===== config.mk =====
export PLATFORM = sky130hd
export DESIGN_NAME = inst_cache
export DESIGN_NICKNAME = d
export VERILOG_FILES = /design/src/rtl/inst_cache_pkg.sv /design/src/rtl/inst_cache_data_ram.sv /design/src/rtl/inst_cache.sv
export SDC_FILE = /design/constraint.sdc
export NUM_CORES = 2
export LEC_CHECK = 0
export ABC_AREA = 1
export BUFFER_PORTS_ARGS = -buffer_cell sky130_fd_sc_hd__buf_2
export CAP_MARGIN = 20
export CORE_AREA = 3 3 634 636
export DETAILED_ROUTE_END_ITERATION = 10
export DIE_AREA = 0 0 637 639
export PLACE_DENSITY = 0.44
export SETUP_SLACK_MARGIN = 0.4
export SYNTH_ARGS = -nofsm -noshare
export SYNTH_HDL_FRONTEND = slang
export SYNTH_SLANG_ARGS = --single-unit

===== constraint.sdc =====
create_clock -name clk -period 10.15 [get_ports clk]
set_clock_uncertainty 0.1 [all_clocks]
set_input_delay 0.5075 -clock clk [delete_from_list [all_inputs] [get_ports clk]]
set_output_delay 0.5075 -clock clk [all_outputs]
set_load 0.02 [all_outputs]

===== src/rtl/inst_cache_pkg.sv =====
// Shared types and constants for the direct-mapped instruction cache.
// Imported by the cache top and its data RAM.
package inst_cache_pkg;

    localparam logic CHIP_ENABLE = 1'b1;

    typedef enum logic {
        INST_CACHE_IDLE   = 1'b0,
        INST_CACHE_REFILL = 1'b1
    } cache_state_e;

endpackage


===== src/rtl/inst_cache_data_ram.sv =====
// Instruction cache data array.
// One combinational read port and one synchronous write port.
module inst_cache_data_ram #(
    parameter int DATA_W = 32,
    parameter int DEPTH  = 64,
    parameter int AW     = $clog2(DEPTH)
) (
    input  logic              clk,
    input  logic              we,
    input  logic [AW-1:0]     waddr,
    input  logic [DATA_W-1:0] wdata,
    input  logic [AW-1:0]     raddr,
    output logic [DATA_W-1:0] rdata
);

    logic [DATA_W-1:0] mem [DEPTH];

    always_ff @(posedge clk) begin
        if (we) begin
            mem[waddr] <= wdata;
        end
    end

    assign rdata = mem[raddr];

endmodule


===== src/rtl/inst_cache.sv =====
// Direct-mapped instruction cache for the IF stage: combinational hit,
// stalled line refill over a req/ack port, and whole-cache flush.
module inst_cache
    import inst_cache_pkg::*;
#(
    parameter int ADDR_W     = 32,
    parameter int DATA_W     = 32,
    parameter int LINE_WORDS = 4,
    parameter int LINES      = 16
) (
    input  logic              clk,
    input  logic              rst,
    input  logic              ce,
    input  logic [ADDR_W-1:0] addr,
    input  logic              flush,
    output logic [DATA_W-1:0] inst,
    output logic              stall_req,
    output logic              mem_req,
    output logic [ADDR_W-1:0] mem_addr,
    input  logic              mem_ack,
    input  logic [DATA_W-1:0] mem_rdata
);

    localparam int OFF_W = $clog2(LINE_WORDS);
    localparam int IDX_W = $clog2(LINES);
    localparam int TAG_W = ADDR_W - 2 - OFF_W - IDX_W;

    logic [OFF_W-1:0] a_off;
    logic [IDX_W-1:0] a_idx;
    logic [TAG_W-1:0] a_tag;
    logic             unused_byte;

    assign a_off       = addr[2 +: OFF_W];
    assign a_idx       = addr[2+OFF_W +: IDX_W];
    assign a_tag       = addr[ADDR_W-1 -: TAG_W];
    assign unused_byte = ^addr[1:0];

    cache_state_e     state_q, state_d;
    logic [OFF_W-1:0] beat_q;
    logic [IDX_W-1:0] r_idx;
    logic [TAG_W-1:0] r_tag;
    logic             poison_q;
    logic [LINES-1:0] valid_q;
    logic [TAG_W-1:0] tag_q [LINES];

    logic              idle;
    logic              refill;
    logic              hit;
    logic              miss;
    logic              beat_ack;
    logic              last_beat;
    logic [DATA_W-1:0] rd_data;

    assign idle      = (state_q == INST_CACHE_IDLE);
    assign refill    = (state_q == INST_CACHE_REFILL);
    assign hit       = (ce == CHIP_ENABLE) && idle && valid_q[a_idx]
                       && (tag_q[a_idx] == a_tag);
    assign miss      = (ce == CHIP_ENABLE) && idle && !hit;
    // an ack that lands in the reset cycle must not touch the array
    assign beat_ack  = refill && mem_ack && !rst;
    assign last_beat = &beat_q;

    inst_cache_data_ram #(
        .DATA_W (DATA_W),
        .DEPTH  (LINES * LINE_WORDS)
    ) u_data_ram (
        .clk   (clk),
        .we    (beat_ack),
        .waddr ({r_idx, beat_q}),
        .wdata (mem_rdata),
        .raddr ({a_idx, a_off}),
        .rdata (rd_data)
    );

    always_comb begin
        state_d   = state_q;
        inst      = '0;
        stall_req = 1'b0;
        mem_req   = 1'b0;
        mem_addr  = '0;
        unique case (state_q)
            INST_CACHE_IDLE: begin
                if (hit) begin
                    inst = rd_data;
                end
                if (miss) begin
                    stall_req = 1'b1;
                    state_d   = INST_CACHE_REFILL;
                end
            end
            INST_CACHE_REFILL: begin
                stall_req = 1'b1;
                mem_req   = 1'b1;
                mem_addr  = {r_tag, r_idx, beat_q, 2'b00};
                if (mem_ack && last_beat) begin
                    state_d = INST_CACHE_IDLE;
                end
            end
            default: state_d = INST_CACHE_IDLE;
        endcase
        if (rst) begin
            state_d   = INST_CACHE_IDLE;
            inst      = '0;
            stall_req = 1'b0;
            mem_req   = 1'b0;
            mem_addr  = '0;
        end
    end

    always_ff @(posedge clk) begin
        if (rst) begin
            state_q  <= INST_CACHE_IDLE;
            beat_q   <= '0;
            poison_q <= 1'b0;
            valid_q  <= '0;
        end else begin
            state_q <= state_d;
            if (miss) begin
                r_idx    <= a_idx;
                r_tag    <= a_tag;
                beat_q   <= '0;
                poison_q <= 1'b0;
            end
            if (beat_ack) begin
                beat_q <= beat_q + 1'b1;
                if (last_beat) begin
                    tag_q[r_idx] <= r_tag;
                end
            end
            // a flush mid-refill leaves the line being filled invalid
            if (flush) begin
                valid_q <= '0;
                if (refill) begin
                    poison_q <= 1'b1;
                end
            end else if (beat_ack && last_beat && !poison_q) begin
                valid_q[r_idx] <= 1'b1;
            end
        end
    end

endmodule


==> impl_summary.log <==
[metrics] XOR/XNOR share of the synthesized area: 0%
[metrics] Placed Cells: 12735
[metrics] dominant combinational cell family by area after synthesis: simple AND/OR/NAND/NOR gates
[metrics] Yosys top cell by area: sky130_fd_sc_hd__edfxtp_1
[metrics] Post-Synth Adder-Cell Area: 0.01264%
[metrics] highest fanout seen on the critical path: 116
[metrics] vias in the first global route: 61189
[metrics] number of buffers inserted by port buffering: 130
[metrics] Sink Count: 2480
[metrics] most frequent cell after synthesis: sky130_fd_sc_hd__edfxtp_1
[metrics] total power draw: 22.05 mW
[metrics] synth top area cells: sky130_fd_sc_hd__edfxtp_1 75%, sky130_fd_sc_hd__nand2_1 5.1%, sky130_fd_sc_hd__o21ai_0 3.6%, sky130_fd_sc_hd__nand3_1 3.4%, sky130_fd_sc_hd__nor2_1 3.2%
[metrics] simple logic cell fraction of the synthesized area: 12.19%
[metrics] hold path start: addr[4]
[metrics] clock-pin slew on the worst setup and hold paths: 0.06 ns
[metrics] total number of H-tree levels: 5
[metrics] reg-to-reg startpoint: r_idx[3]
[metrics] maximum number of pins on one net before global-route repair: 191
[metrics] unrepaired setup endpoints after global routing: false
[metrics] All-Layer GR Usage: 15.25%
[metrics] number of instances in the synthesized netlist: 7712
[metrics] beginning of the critical path: addr[3]
[metrics] Cell Count, Final, Fillers Out: 13265
[metrics] HPWL after detailed placement: 159100 um
[metrics] antenna violations before repair: 17
[metrics] run status: completed
[metrics] Design Area, Final: 115000 um^2
[metrics] via density per instance: 4.820
[metrics] clock latency at the later pin of the worst-skew pair: 0.86 ns
[metrics] CP Data Required Time: 9.54 ns
[metrics] number of top-level pins: 135
[metrics] number of enable-type register cells in the synthesized netlist: 2460
[metrics] placement row count: 231
[metrics] total iterations of the first detailed-routing run: 5
[metrics] count of cells along the worst hold path: 1
[metrics] Critical Path Max Stage Delay: 0.93 ns
[metrics] sequential area share after synthesis: 75.02%
[metrics] area of the die: 407000 um^2
[metrics] antenna viol nets, final: 0
[metrics] startpoint-to-endpoint class of the critical path: in2out
[metrics] Longest Clk Path Bufs: 4
[metrics] share of total power in the clock network: 43.1%
[metrics] synthesized area: 99000 um^2
[metrics] worst setup slack after placement: 4.426 ns
[metrics] slew of the pin with the lowest slew margin: 1.133 ns
[metrics] fin worst setup slack: 4.363 ns
[metrics] clock buffer count from CTS: 279
[metrics] power per cell area: 191.7 nW/um^2
[metrics] global-route congestion overflow total: 0
[metrics] Core Box Area: 396300 um^2
[metrics] fraction of layout instances using a drive strength above 1: 10.16%
[metrics] CP Data Arrival Time: 5.18 ns
[metrics] DRC Markers: 0
[metrics] final hold viol count: 0
[metrics] async set-or-reset flop fraction in the synthesized netlist: 0%
[metrics] family with the most delay on the worst path: buffers and inverters
[metrics] switching share of power: 23.11%
[metrics] kind of start point of the critical path: input pin
[metrics] average cell area after synthesis: 12.84 um^2
[metrics] register bit count reported by yosys: 2480
[metrics] portion of netlist area occupied by mux cells: 0%
[metrics] worst hold path class: in2reg
[metrics] count of yosys warnings during synthesis: 0
[metrics] Netlist cell types: 32
[metrics] internal portion of total power: 16.95 mW
[metrics] number of cells on the worst reg-to-reg path: 7
[metrics] net switching power: 5.096 mW
[metrics] most frequent cells after synthesis: 2460 x sky130_fd_sc_hd__edfxtp_1, 1347 x sky130_fd_sc_hd__nand2_1, 838 x sky130_fd_sc_hd__nor2_1
[metrics] area added between synthesis and finish: 16.18%
[metrics] count of buffer and inverter cells on the critical path: 4
[metrics] Final #Nets: 7871
[metrics] max-capacitance violation count: 0
[metrics] Total Routed Length: 322300 um
[metrics] Setup crit end kind: primary output
[metrics] Post-CTS Resized: 0
[metrics] global-route wire length before repair: 452200 um
[metrics] Die Width: 637 um
[metrics] count of fill cells added during filler insertion: 39955
[metrics] share of the synthesized area in the top cell type: 74.62%
[metrics] starting utilization of the core area: 24.98%
[metrics] CTS Root Buffer Type: sky130_fd_sc_hd__clkbuf_16
[metrics] post-route fraction of the period consumed by the critical path: 57.01%
[metrics] CTS tree: done
[metrics] stages on the worst setup path: 10
[metrics] area post-placement: 106200 um^2
[metrics] Min Clock Period, post-route: 5.787 ns
[metrics] maximum achievable frequency: 0.1728 GHz
[metrics] leak pwr: 37.09 nW
[metrics] routed len/inst: 24.30 um
[metrics] routed vias: 63932
[metrics] final-report max-slew violation count: 0
[metrics] Vert. Die Dim: 639 um
[metrics] Critical Path, Cell by Cell: buf_8, buf_4, buf_12, o21ai_0, o221ai_1, a31oi_1, o21ai_0, nand3_1, nor3_2, buf_2
[metrics] Compound-Gate Fraction of Synth Area: 9.814%
[metrics] cell seen most often among critical-path stages: sky130_fd_sc_hd__o21ai_0
[metrics] DR iter-0 viols: 6326
[metrics] post-route setup TNS: 0 ns
[metrics] most used flip-flop cell after synthesis: sky130_fd_sc_hd__edfxtp_1
[metrics] Max-slew headroom: 24.50%
[metrics] worst-case vdd ir drop: 0.0001265 V
[metrics] Comb power frac: 5.7%
[metrics] cell with the largest stage delay on the worst path: sky130_fd_sc_hd__buf_4
[metrics] Routability Congestion: 0.7643
[metrics] final setup violation count: 0
[metrics] Sequential Power Share: 51.2%
[cells by family (layout without fill, tap and decap cells)]
kind of cell | count (synthesis) | in the layout
simple gates | 2919 | 2919
compound gates | 1618 | 1618
other cells | 1 | 16
fa+ha+maj | 1 | 1
flops | 2480 | 2480
buf+inv | 693 | 989
[through the flow]
step,hold slack (ns),utilization (%)
CTS,0.05150,29.02
finish,0.1766,29.02
global route,0.1038,29.02
floorplan,0.3268,-
detailed placement,0.3380,26.81
global placement,0.3340,26.81
[cell type report]
| class | instances | area [um^2] | area share, % |
|---|---|---|---|
| Multi-Input combinational cell | 4540 | 22380 | 19.46 |
| Sequential cell | 2480 | 74270 | 64.58 |
| Inverter | 139 | 554.3 | 0.4819 |
| Clock inverter | 134 | 1092 | 0.9498 |
| Antenna cell | 14 | 35.03 | 0.03046 |
| Timing Repair Buffer | 361 | 2729 | 2.373 |
| Clock buffer | 355 | 7383 | 6.420 |
| Tap cell | 5242 | 6559 | 5.703 |
[power groups by stage]
stage	Combinational, mW	Sequential, mW	Clock (mW)
finish	1.25	11.3	9.51
global route	1.36	11.3	10.2
CTS	1.26	11.3	9.76
detailed placement	1.24	11.5	0
global placement	1.23	11.5	0
floorplan	0.647	11.5	0
[layer usage]
layer	track usage, %	part of all wire, %	routed length, um	up-vias
li1	-	-	-	28646
met4	4.404	2.9	9396	0
met2	24.75	46	149400	2072
met5	0	0	0	-
met3	2.126	6.0	19280	423
met1	21.17	45	144300	32791
[final timing paths]
| kind | to | slack (ns) |
|---|---|---|
| worst max-delay path | inst[27] | 4.36 |
| worst min-delay path | r_idx[0] | 0.18 |
| worst max register to register | tag_q[8][0] | 6.82 |
| worst min register to register | valid_q[4] | 0.35 |
[registers in the layout, summed over array words and instances (netlist names)]
signal          count
poison_q            1
tag_q             384
u_data_ram.mem   2048
refill              1
valid_q            16
r_tag              24
r_idx               4
beat_q              2
[timing repair]
action / in CTS / in global routing
hold buffers: 27 / 0
setup endpoints to repair: 0 / 0
hold endpoints to repair: 31 / 0
buffers inserted: 0 / 0
[placed cells by master, fill, tap and decap left out, drive strengths merged]
| cell type | n |
|---|---|
| nand3 | 666 |
| or2 | 2 |
| buf | 333 |
| clkinvlp | 7 |
| nor3 | 50 |
| dfxtp | 20 |
| clkinv | 106 |
| o221ai | 224 |
| bufinv | 9 |
| edfxtp | 2460 |
| o211ai | 40 |
| o31ai | 96 |
| dlygate4sd3 | 27 |
| o21ai | 730 |
| clkbuf | 356 |
| nor4 | 4 |
| ha | 1 |
| inv | 151 |
| a21oi | 366 |
| nand4 | 12 |
| diode | 14 |
| nor2 | 838 |
| conb | 2 |
| nand2 | 1347 |
| a221o | 61 |
| a31oi | 101 |
[worst register-to-register path: cells and delay by family (launching register included)]
family / cells / cell delay, ns
flops: 1 / 0.44
buf+inv: 4 / 1.54
simple gates: 3 / 0.85
Note: power is estimated with default switching activity, not from simulation.
